[config.mk]
export PLATFORM = sky130hd
export DESIGN_NAME = amber_timer_unit
export DESIGN_NICKNAME = d
export VERILOG_FILES = /design/src/rtl/amber_timer_pkg.sv /design/src/rtl/amber_timer_channel.sv /design/src/rtl/amber_timer_unit.sv
export SDC_FILE = /design/constraint.sdc
export NUM_CORES = 1
export LEC_CHECK = 0
export BUFFER_PORTS_ARGS = -buffer_cell sky130_fd_sc_hd__buf_2
export CORE_MARGIN = 2
export CORE_UTILIZATION = 50
export CTS_BUF_LIST = sky130_fd_sc_hd__clkbuf_2 sky130_fd_sc_hd__clkbuf_4 sky130_fd_sc_hd__clkbuf_8
export CTS_CLUSTER_DIAMETER = 120
export DETAILED_ROUTE_END_ITERATION = 12
export PLACE_DENSITY_LB_ADDON = 0.3
export SLEW_MARGIN = 10
export SYNTH_ARGS = -nofsm -noshare
export SYNTH_HDL_FRONTEND = slang
export SYNTH_SLANG_ARGS = --single-unit
[constraint.sdc]
create_clock -name i_clk -period 2.2 [get_ports i_clk]
set_input_delay 0.22 -clock i_clk [delete_from_list [all_inputs] [get_ports i_clk]]
set_output_delay 0.22 -clock i_clk [all_outputs]
set_load 0.02 [all_outputs]
[src/rtl/amber_timer_pkg.sv]
// Shared register map, control-field layout and constants for the amber timer unit.
// Build option: define AMBER_TIMER_CASCADE_EN to let timers 1 and 2 count underflows of the previous timer.
package amber_timer_pkg;

   localparam int unsigned NUM_TIMERS = 3;
   localparam int unsigned CNT_W      = 16;
   localparam int unsigned CTRL_W     = 8;
   localparam int unsigned PRESCALE_W = 8;

   localparam logic [7:0] OFF_LOAD  = 8'h00;
   localparam logic [7:0] OFF_VALUE = 8'h04;
   localparam logic [7:0] OFF_CTRL  = 8'h08;
   localparam logic [7:0] OFF_CLEAR = 8'h0C;

   localparam int unsigned CTRL_EN_BIT       = 7;
   localparam int unsigned CTRL_PERIODIC_BIT = 6;
   localparam int unsigned CTRL_CASCADE_BIT  = 4;
   localparam int unsigned CTRL_PRESCALE_LSB = 2;

   typedef enum logic [1:0] {
      PRESCALE_DIV1       = 2'b00,
      PRESCALE_DIV16      = 2'b01,
      PRESCALE_DIV256     = 2'b10,
      PRESCALE_DIV256_ALT = 2'b11
   } prescale_e;

   typedef struct packed {
      logic      enable;
      logic      periodic;
      logic      rsvd5;
      logic      cascade;
      prescale_e prescale;
      logic [1:0] rsvd;
   } timer_ctrl_t;

`ifdef AMBER_TIMER_CASCADE_EN
   localparam bit CASCADE_EN = 1'b1;
`else
   localparam bit CASCADE_EN = 1'b0;
`endif

   // Writable CTRL bits; the cascade bit exists only where the channel may cascade.
   function automatic logic [CTRL_W-1:0] ctrl_mask(input bit cascade_ok);
      logic [CTRL_W-1:0] m;
      m = '0;
      m[CTRL_EN_BIT]           = 1'b1;
      m[CTRL_PERIODIC_BIT]     = 1'b1;
      m[CTRL_CASCADE_BIT]      = cascade_ok;
      m[CTRL_PRESCALE_LSB]     = 1'b1;
      m[CTRL_PRESCALE_LSB + 1] = 1'b1;
      return m;
   endfunction

endpackage

[src/rtl/amber_timer_channel.sv]
// One 16-bit down-counting timer: LOAD, VALUE, CTRL and a sticky interrupt flag.
// Cascade selection is only honoured when CASCADE_OK is set (see AMBER_TIMER_CASCADE_EN).
module amber_timer_channel
   import amber_timer_pkg::*;
#(
   parameter bit CASCADE_OK = 1'b0
)
(
   input  logic             clk,
   input  logic             rst,
   input  logic             tick_div1,
   input  logic             tick_div16,
   input  logic             tick_div256,
   input  logic             cascade_tick,
   input  logic             load_we,
   input  logic             ctrl_we,
   input  logic             clear_we,
   input  logic [CNT_W-1:0] wdata,
   output logic [CNT_W-1:0] load,
   output logic [CNT_W-1:0] value,
   output timer_ctrl_t      ctrl,
   output logic             flag,
   output logic             underflow_c
);

   logic presc_tick;
   logic tick;
   logic count_c;

   // Pick this timer's tick source from the shared prescaler or the previous timer.
   always_comb begin
      presc_tick = tick_div256;
      case (ctrl.prescale)
         PRESCALE_DIV1:  presc_tick = tick_div1;
         PRESCALE_DIV16: presc_tick = tick_div16;
         default:        presc_tick = tick_div256;
      endcase
      tick = (CASCADE_OK && ctrl.cascade) ? cascade_tick : presc_tick;
   end

   // A LOAD write on the same edge swallows the tick.
   assign count_c     = ctrl.enable & tick & ~load_we;
   assign underflow_c = count_c & (value == '0);

   always_ff @(posedge clk) begin
      if (rst) begin
         load  <= '0;
         value <= '0;
         ctrl  <= '0;
         flag  <= 1'b0;
      end else begin
         if (load_we) begin
            load  <= wdata;
            value <= wdata;
         end else if (count_c) begin
            if (value == '0) begin
               value <= ctrl.periodic ? load : '1;
            end else begin
               value <= value - CNT_W'(1);
            end
         end

         if (ctrl_we) begin
            ctrl <= timer_ctrl_t'(wdata[CTRL_W-1:0] & ctrl_mask(CASCADE_OK));
         end

         // Underflow wins over a coincident clear.
         if (underflow_c) begin
            flag <= 1'b1;
         end else if (clear_we) begin
            flag <= 1'b0;
         end
      end
   end

endmodule

[src/rtl/amber_timer_unit.sv]
// Three-channel Wishbone timer block with shared prescaler and per-timer interrupt flags.
// Build option: AMBER_TIMER_CASCADE_EN enables cascading of timers 1 and 2.
module amber_timer_unit
   import amber_timer_pkg::*;
#(
   parameter int WB_DWIDTH = 32,
   parameter int WB_SWIDTH = 4
)
(
   input  logic                  i_clk,
   input  logic                  i_rst,
   input  logic [31:0]           i_wb_adr,
   input  logic [WB_SWIDTH-1:0]  i_wb_sel,
   input  logic                  i_wb_we,
   input  logic                  i_wb_cyc,
   input  logic                  i_wb_stb,
   input  logic [WB_DWIDTH-1:0]  i_wb_dat,
   output logic [WB_DWIDTH-1:0]  o_wb_dat,
   output logic                  o_wb_ack,
   output logic                  o_wb_err,
   output logic [NUM_TIMERS-1:0] o_timer_int
);

   localparam int unsigned LANES = WB_DWIDTH / 32;

   logic [PRESCALE_W-1:0] prescale_cnt;
   logic                  tick_div16;
   logic                  tick_div256;
   logic                  read_ack;
   logic [31:0]           read_data;
   logic [31:0]           read_mux;
   logic [31:0]           wdata32;
   logic                  write_en;
   logic                  read_start;
   logic [7:0]            adr_timer;
   logic [7:0]            adr_off;

   logic [NUM_TIMERS-1:0][CNT_W-1:0] load_v;
   logic [NUM_TIMERS-1:0][CNT_W-1:0] value_v;
   timer_ctrl_t                      ctrl_v [NUM_TIMERS];
   logic [NUM_TIMERS-1:0]            flag_v;

   logic unused;
   assign unused = ^{i_wb_sel, i_wb_cyc, i_wb_adr[31:16], wdata32[31:16]};

   assign adr_timer  = i_wb_adr[15:8];
   assign adr_off    = i_wb_adr[7:0];
   assign write_en   = i_wb_stb & i_wb_we & ~read_ack;
   assign read_start = i_wb_stb & ~i_wb_we & ~read_ack;

   assign o_wb_ack    = read_ack | (i_wb_stb & i_wb_we);
   assign o_wb_err    = 1'b0;
   assign o_wb_dat    = {LANES{read_data}};
   assign o_timer_int = flag_v;

   assign tick_div16  = (prescale_cnt[3:0] == 4'hF);
   assign tick_div256 = &prescale_cnt;

   // On a wide bus the write word comes from the lane addressed by adr[3:2].
   if (LANES > 1) begin : g_wide
      assign wdata32 = i_wb_dat[32*i_wb_adr[3:2] +: 32];
   end else begin : g_narrow
      assign wdata32 = i_wb_dat[31:0];
   end

   for (genvar n = 0; n < NUM_TIMERS; n++) begin : g_ch
      logic hit;
      logic load_we;
      logic ctrl_we;
      logic clear_we;
      logic cascade_in;
      logic underflow;

      assign hit      = write_en && (adr_timer == 8'(n));
      assign load_we  = hit && (adr_off == OFF_LOAD);
      assign ctrl_we  = hit && (adr_off == OFF_CTRL);
      assign clear_we = hit && (adr_off == OFF_CLEAR);

      if (n == 0) begin : g_first
         assign cascade_in = 1'b0;
      end else begin : g_next
         assign cascade_in = g_ch[n-1].underflow;
      end

      if (n == NUM_TIMERS - 1) begin : g_last
         logic unused_tail;
         assign unused_tail = underflow;
      end

      amber_timer_channel #(
         .CASCADE_OK (CASCADE_EN && (n > 0))
      ) u_channel (
         .clk          (i_clk),
         .rst          (i_rst),
         .tick_div1    (1'b1),
         .tick_div16   (tick_div16),
         .tick_div256  (tick_div256),
         .cascade_tick (cascade_in),
         .load_we      (load_we),
         .ctrl_we      (ctrl_we),
         .clear_we     (clear_we),
         .wdata        (wdata32[CNT_W-1:0]),
         .load         (load_v[n]),
         .value        (value_v[n]),
         .ctrl         (ctrl_v[n]),
         .flag         (flag_v[n]),
         .underflow_c  (underflow)
      );
   end

   // Register read decode; unmapped and write-only locations read as zero.
   always_comb begin
      read_mux = '0;
      for (int n = 0; n < NUM_TIMERS; n++) begin
         if (adr_timer == 8'(n)) begin
            case (adr_off)
               OFF_LOAD:  read_mux = 32'(load_v[n]);
               OFF_VALUE: read_mux = 32'(value_v[n]);
               OFF_CTRL:  read_mux = 32'(ctrl_v[n]);
               default:   read_mux = '0;
            endcase
         end
      end
   end

   // Free-running prescaler plus the one-cycle read pipeline.
   always_ff @(posedge i_clk) begin
      if (i_rst) begin
         prescale_cnt <= '0;
         read_ack     <= 1'b0;
         read_data    <= '0;
      end else begin
         prescale_cnt <= prescale_cnt + PRESCALE_W'(1);
         read_ack     <= read_start;
         if (read_start) begin
            read_data <= read_mux;
         end
      end
   end

endmodule

-- After elaboration in Yosys (flattened, before gate mapping)
Index checks and enable logic that the tools add are counted.
- register bits after elaboration: 152
- input bits: 73
- output and inout port bits: 37
- logic and storage cells: 107
- add/subtract/negate cells: 4
- equal/unequal tests: 9
- mux-type cells: 27
- bitwise gates (word level): 19
- reductions and logical operators: 27
- operator list (cell ; number):
    16-bit 2-to-1 mux ; 13
    16-bit case mux with 3 select lines ; 3
    32-bit 2-to-1 mux ; 2
    16-bit logical NOT ; 3
    16-bit by 1-bit subtractor with 16-bit output (second input constant) ; 3
    8-bit by 4-bit == test with 1-bit output (second input constant) ; 2
    8-bit logical NOT ; 2
    1-bit bitwise AND ; 13
    1-bit logical AND ; 12
    2-bit nonzero test ; 6
    8-bit by 1-bit adder with 8-bit output (second input constant) ; 1
    8-bit by 1-bit == test with 1-bit output (second input constant) ; 1
    8-bit by 2-bit == test with 1-bit output (second input constant) ; 1
    8-bit by 3-bit == test with 1-bit output (second input constant) ; 1
    8-bit AND reduction ; 1
    2-bit by 1-bit == test with 1-bit output (second input constant) ; 3
    2-bit logical NOT ; 3
    1-bit 2-to-1 mux ; 6
    1-bit case mux with 2 select lines ; 3
    1-bit NOT ; 5
    4-bit == test (second input constant) ; 1
    1-bit OR ; 1

-- Longest topological paths before layout
- depth in word-level cells: 8
- depth in mapped cells: 10
- gate-level depth less buffers: 8

-- Hierarchy
From an unflattened synthesis, not the netlist that was laid out.
- cell total of the unflattened synthesis: 1024
- area, all modules: 8723.4 um^2
- modules (own cells, without submodules) (module ; times used ; cells each ; area each (um^2) ; sequential area each (um^2)):
    amber_timer_channel ; 3 ; 250 ; 2110.8 ; 740.7
    amber_timer_unit ; 1 ; 274 ; 2391.0 ; 500.5

-- Worst setup path after synthesis
Ideal clock, no wire load.
- kind: register to register
- start: reg prescale_cnt[0]
- end: reg g_ch[0].u_channel.value[8]
- setup time: 0.135 ns
- arrival: 2.014 ns
- required time: 2.065 ns
- setup slack: 0.052 ns
- cell stages (with the launch flop): 8
- buffers on the path: 0
- period minus slack after synthesis: 2.148 ns
- cell sequence: dfxtp_1 -> ha_1 -> nand3_1 -> nor3_2 -> o21ai_1 -> or4_1 -> o311ai_0 -> o21ai_0
- longest elaborated chain between the ends: 5
- elaborated cells between the ends (all ways): 6
- classes of those cells: eq/ne: 1; mux: 1; bitwise: 2; reduce/logical: 2
- RTL lines (what ; line ; text):
    from (decl) ; amber_timer_unit.sv:26 ; logic [PRESCALE_W-1:0] prescale_cnt;
    from (signal assigned) ; amber_timer_unit.sv:133 ; prescale_cnt <= prescale_cnt + PRESCALE_W'(1);
    8-bit AND reduction or 4-bit == test (tied branches) ; amber_timer_unit.sv:57, amber_timer_unit.sv:56 ;
    1-bit case mux with 2 select lines (*) ; amber_timer_channel.sv:33 ; case (ctrl.prescale)
    1-bit bitwise AND (*) (2 in a row) ; amber_timer_channel.sv:42 ; assign count_c = ctrl.enable & tick & ~load_we;
    2-bit nonzero test (no line) (*) ; -- ;
    to (signal assigned) ; amber_timer_channel.sv:54 ; value <= wdata;
    to (signal assigned) ; amber_timer_channel.sv:57 ; value <= ctrl.periodic ? load : '1;
    to (signal assigned) ; amber_timer_channel.sv:59 ; value <= value - CNT_W'(1);
    to (decl) ; amber_timer_channel.sv:20 ; output logic [CNT_W-1:0] value,
Every way passes the cells marked *; elsewhere a longest branch is shown, timed or not.
A chain may end at the register's enable or synchronous reset.

-- Final worst setup path
- start: reg g_ch[1].u_channel.value[5]
- end: reg g_ch[1].u_channel.value[15]
- longest elaborated chain between the ends: 4
- elaborated cells between the ends (all ways): 5
- classes of those cells: add/sub: 1; mux: 3; reduce/logical: 1
- RTL lines (what ; line ; text):
    from (decl) ; amber_timer_channel.sv:20 ;
    from (signal assigned) ; amber_timer_channel.sv:54 ;
    from (signal assigned) ; amber_timer_channel.sv:57 ;
    from (signal assigned) ; amber_timer_channel.sv:59 ;
    16-bit by 1-bit subtractor with 16-bit output or 16-bit logical NOT (tied branches) ; amber_timer_channel.sv:59, amber_timer_channel.sv:56 ;
    16-bit 2-to-1 mux (*) ; amber_timer_channel.sv:56 ; if (value == '0) begin
    16-bit 2-to-1 mux (*) ; amber_timer_channel.sv:55 ; end else if (count_c) begin
    16-bit 2-to-1 mux (*) ; amber_timer_channel.sv:52 ; if (load_we) begin
Every way passes the cells marked *; elsewhere a longest branch is shown, timed or not. The select of a mux whose other input is x is not followed.

==> results.cfg <==
[timing]
relSlewSlack = 0.606
setup_viol = 0
drv_slew = 0
fin_skew_ns = 0.0105
final_min_period_over_clock_period = 0.951
setup-tns-final_ns = 0
rsz0062_at_grt = true
max_freq_mhz = 478
actual_slew_at_the_worst_max_slew_pin_ns = 0.591
hold_viol = 0
timing.final.crit_period_ns = 2.09

[cells_and_area]
antenna_cells_inserted = 0
utilization = 0.595
layout-area-overhead-vs-synth_pct = 17.9
multi_input_comb_area_mm2 = 0.00485
final.fill_count = 1453
design.final.nets = 1206
drive_gt1_frac = 0.193
regArea_mm2 = 0.00272
finish.cell_count_without_fillers = 1353

[route]
route.detailed.wl_per_inst_um = 18.4
route.final.wire_length_um = 24800
drcViolationCount = 0
detailedRoute.firstPassIterationCount = 6
routed-via-count = 8195
ant_nets = 0
drt_first_iter_violations = 813
avgViaCountPerCell = 6.06

[placed_design]
placed_cells = 1323
final_weighted_congestion_of_routability_driven_global_placement = 0.946
io_buffer_count = 55
dpl_wire_length_um = 17100

[global_routing]
first_global_vias = 7250
gr-total-overflow = 0
number_of_antenna_violations_at_the_first_check_in_global_routing = 0
global_route_wire_length_before_repair_um = 38700
grt_start_max_net_pins = 89
gr-usage-all-layers = 0.294

[power]
power.total_uw = 4810
vdd.ir_drop.worst_mv = 0.415
power_density_mw_per_mm2 = 515
leakage_component_of_the_power_uw = 0.00351

[critical_path]
critPathLaunchType = flop
timing_worst_setup_path_type = reg -> reg
worst_path_most_repeated_cell = sky130_fd_sc_hd__or4_1
crit_chain = or4_1 -> or2_4 -> or4_1 -> o21ai_0 -> a211oi_1
crit_buf_inv = 0
critPathRequiredTime_ns = 2.53
setup.worst_path.end_class = flop
critical-path-max-stage-delay_ns = 0.58
timing.critical_path.fanout_max = 8
worst_ep_arrival_time_ns = 2.43
critPathTopFamily = simple AND/OR/NAND/NOR gates
crit_slowest_cell = sky130_fd_sc_hd__or4_1

[synthesis]
synth_top_flop_cell = sky130_fd_sc_hd__dfxtp_1
synth_top_family_by_area = simple AND/OR/NAND/NOR gates
synth_async_sr_flop_share = 0
number_of_synthesized_flops_with_an_enable_pin = 0
synth-seq-cells = 136
postSynthCellCount = 1045
synthesis.area_per_instance_um2 = 7.58
yosys.cell_types.count = 61
synth_compound_area_frac = 0.231
yosys.area_share.simple = 0.258
synth_adder_area_share = 0.0111
synthXorXnorAreaFrac = 0.0232
post_synth_mux_area_share = 0.0669
mappedNetlistArea_mm2 = 0.00793
ys_seq_area_frac = 0.344
number_of_synthesis_warnings = 0

[clock_tree]
cts-buffers-inserted = 17
cts_root_buf = sky130_fd_sc_hd__clkbuf_8
cts.sinks = 136
cts_max_level = 4
insertion_delay_ns = 0.46
cts.path.max_buffers = 2
clkTransAtPathRegs_ns = 0.07
post_cts_buffers = 0
tritoncts_clock_tree = built

[die]
die_w_um = 130
ioPinCount = 110
fp-row-count = 46
core_area_mm2 = 0.0157
die_area_mm2 = 0.0169
floorplan.initialDensity = 0.504
chipHeight_um = 130

[job]
drv.max_cap_violation_count = 0

[run_status]
outcome = completed

[hold_path]
hold_path.class = in -> reg
-- state kept, by name, indices dropped and copies added, names as in the netlist --
name,count
g_ch.u_channel.load,48
g_ch.u_channel.value,48
o_wb_dat,16
g_ch.u_channel.ctrl,12
prescale_cnt,8
g_ch.u_channel.flag,3
read_ack,1
-- worst register-to-register path, stage by stage, from the launching register on --
cell,delay (ns)
sky130_fd_sc_hd__dfxtp_1,0.31
sky130_fd_sc_hd__or4_1,0.58
sky130_fd_sc_hd__or2_4,0.30
sky130_fd_sc_hd__or4_1,0.51
sky130_fd_sc_hd__o21ai_0,0.18
sky130_fd_sc_hd__a211oi_1,0.09
-- layout make-up --
cell class / instances / share of cell area
Multi-Input combinational cell: 809 / 0.519
Sequential cell: 136 / 0.291
Timing Repair Buffer: 148 / 0.114
Clock buffer: 21 / 0.0303
Tap cell: 216 / 0.0289
Clock inverter: 9 / 0.0107
Inverter: 14 / 0.00562
-- power by group --
group / internal (µW) / switching (µW)
clock network: 1090 / 988
logic: 74.9 / 191
registers: 2470 / 3.98
total: 3630 / 1180
-- kinds of logic after synthesis --
logic type / after synthesis
AND/OR/NAND/NOR: 421
other: 1
flip-flops: 136
multiplexers: 53
AO/OA/AOI/OAI: 290
adder cells (fa/ha/maj): 7
buffers and inverters: 116
XOR/XNOR: 21
-- routing by layer --
layer  track usage  vias up  wire (µm)
met5             0        -         43
met4         0.143        2        970
met3        0.0451       69       1750
met2         0.438      377      10800
met1         0.417     3812      11300
li1              -     3935          -
-- per-stage QoR --
stage / cell area, µm² / worst slack (ns) / hold slack [ns]
after floorplan: 7990 / 0.0517 / 0.356
after global placement: 8840 / -0.321 / 0.426
after detailed placement: 8860 / 0.0324 / 0.438
after CTS: 9250 / 0.00517 / 0.0582
after global routing: 9350 / -0.00505 / 0.0736
final: 9350 / 0.107 / 0.0654
-- timing repair --
action / CTS / global route
hold buffers: 0 / 0
setup endpoints to repair: 2 / 32
resized for setup: 3 / 25
pin swaps: 0 / 1
-- layout by cell type, fill, tap and decap left out, types with 18 or more instances in the layout --
cell	synthesis	final
sky130_fd_sc_hd__nand2_1	161	159
sky130_fd_sc_hd__dfxtp_1	136	136
sky130_fd_sc_hd__a21oi_1	91	89
sky130_fd_sc_hd__nor2_1	89	88
sky130_fd_sc_hd__buf_4	20	86
sky130_fd_sc_hd__buf_2	7	54
sky130_fd_sc_hd__mux2i_1	53	53
sky130_fd_sc_hd__o21ai_0	52	51
sky130_fd_sc_hd__a211oi_1	45	43
sky130_fd_sc_hd__nor3_1	46	43
sky130_fd_sc_hd__clkbuf_8	0	20
sky130_fd_sc_hd__o211ai_1	18	18
-- path summary, 6_finish.rpt --
check / from / end / slack (ns) / cells after the start
setup / recovery: g_ch[1].u_channel.value[5] / g_ch[1].u_channel.value[15] / 0.11 / 5
hold / removal: i_wb_dat[4] / g_ch[1].u_channel.load[4] / 0.07 / 3
hold reg to reg: o_wb_dat[3] / o_wb_dat[3] / 0.45 / 2
setup reg to reg: g_ch[1].u_channel.value[5] / g_ch[1].u_channel.value[15] / 0.11 / 5
-- synthesized netlist by cell type, types with 3 or more instances --
| cell | number | share of area |
|---|---|---|
| sky130_fd_sc_hd__o21ai_1 | 3 | 0.0019 |
| sky130_fd_sc_hd__and2_1 | 3 | 0.0024 |
| sky130_fd_sc_hd__nor3_1 | 46 | 0.029 |
| sky130_fd_sc_hd__or4_1 | 14 | 0.013 |
| sky130_fd_sc_hd__o21bai_1 | 3 | 0.0028 |
| sky130_fd_sc_hd__o31ai_1 | 6 | 0.0057 |
| sky130_fd_sc_hd__nor2b_1 | 3 | 0.0024 |
| sky130_fd_sc_hd__xnor2_1 | 12 | 0.013 |
| sky130_fd_sc_hd__nor4_1 | 18 | 0.014 |
| sky130_fd_sc_hd__and4_1 | 3 | 0.0033 |
| sky130_fd_sc_hd__nand4_1 | 6 | 0.0047 |
| sky130_fd_sc_hd__o21a_1 | 9 | 0.0085 |
| sky130_fd_sc_hd__a32oi_1 | 3 | 0.0033 |
| sky130_fd_sc_hd__nor3b_1 | 15 | 0.014 |
| sky130_fd_sc_hd__nor4_2 | 3 | 0.0047 |
| sky130_fd_sc_hd__nand3_1 | 16 | 0.010 |
| sky130_fd_sc_hd__a2111oi_0 | 3 | 0.0033 |
| sky130_fd_sc_hd__or3_1 | 9 | 0.0071 |
| sky130_fd_sc_hd__nand2b_1 | 8 | 0.0063 |
| sky130_fd_sc_hd__ha_1 | 7 | 0.011 |
| sky130_fd_sc_hd__a21oi_1 | 91 | 0.057 |
| sky130_fd_sc_hd__mux2i_1 | 53 | 0.067 |
| sky130_fd_sc_hd__nand2_1 | 161 | 0.076 |
| sky130_fd_sc_hd__o21ai_0 | 52 | 0.033 |
| sky130_fd_sc_hd__dfxtp_1 | 136 | 0.34 |
| sky130_fd_sc_hd__buf_2 | 7 | 0.0044 |
| sky130_fd_sc_hd__a211oi_1 | 45 | 0.043 |
| sky130_fd_sc_hd__clkbuf_1 | 72 | 0.034 |
| sky130_fd_sc_hd__buf_4 | 20 | 0.019 |
| sky130_fd_sc_hd__nand3b_1 | 3 | 0.0028 |
| sky130_fd_sc_hd__or2_2 | 6 | 0.0047 |
| sky130_fd_sc_hd__and3_1 | 5 | 0.0039 |
| sky130_fd_sc_hd__xor2_1 | 9 | 0.0099 |
| sky130_fd_sc_hd__a31oi_1 | 11 | 0.0087 |
| sky130_fd_sc_hd__o31a_1 | 4 | 0.0044 |
| sky130_fd_sc_hd__nor2_1 | 89 | 0.042 |
| sky130_fd_sc_hd__o22ai_1 | 15 | 0.012 |
| sky130_fd_sc_hd__o311ai_0 | 12 | 0.013 |
| sky130_fd_sc_hd__o41ai_1 | 3 | 0.0033 |
| sky130_fd_sc_hd__or3b_2 | 3 | 0.0033 |
| sky130_fd_sc_hd__o211ai_1 | 18 | 0.017 |
| sky130_fd_sc_hd__inv_1 | 14 | 0.0066 |
Power figures use the tool's default switching activity.
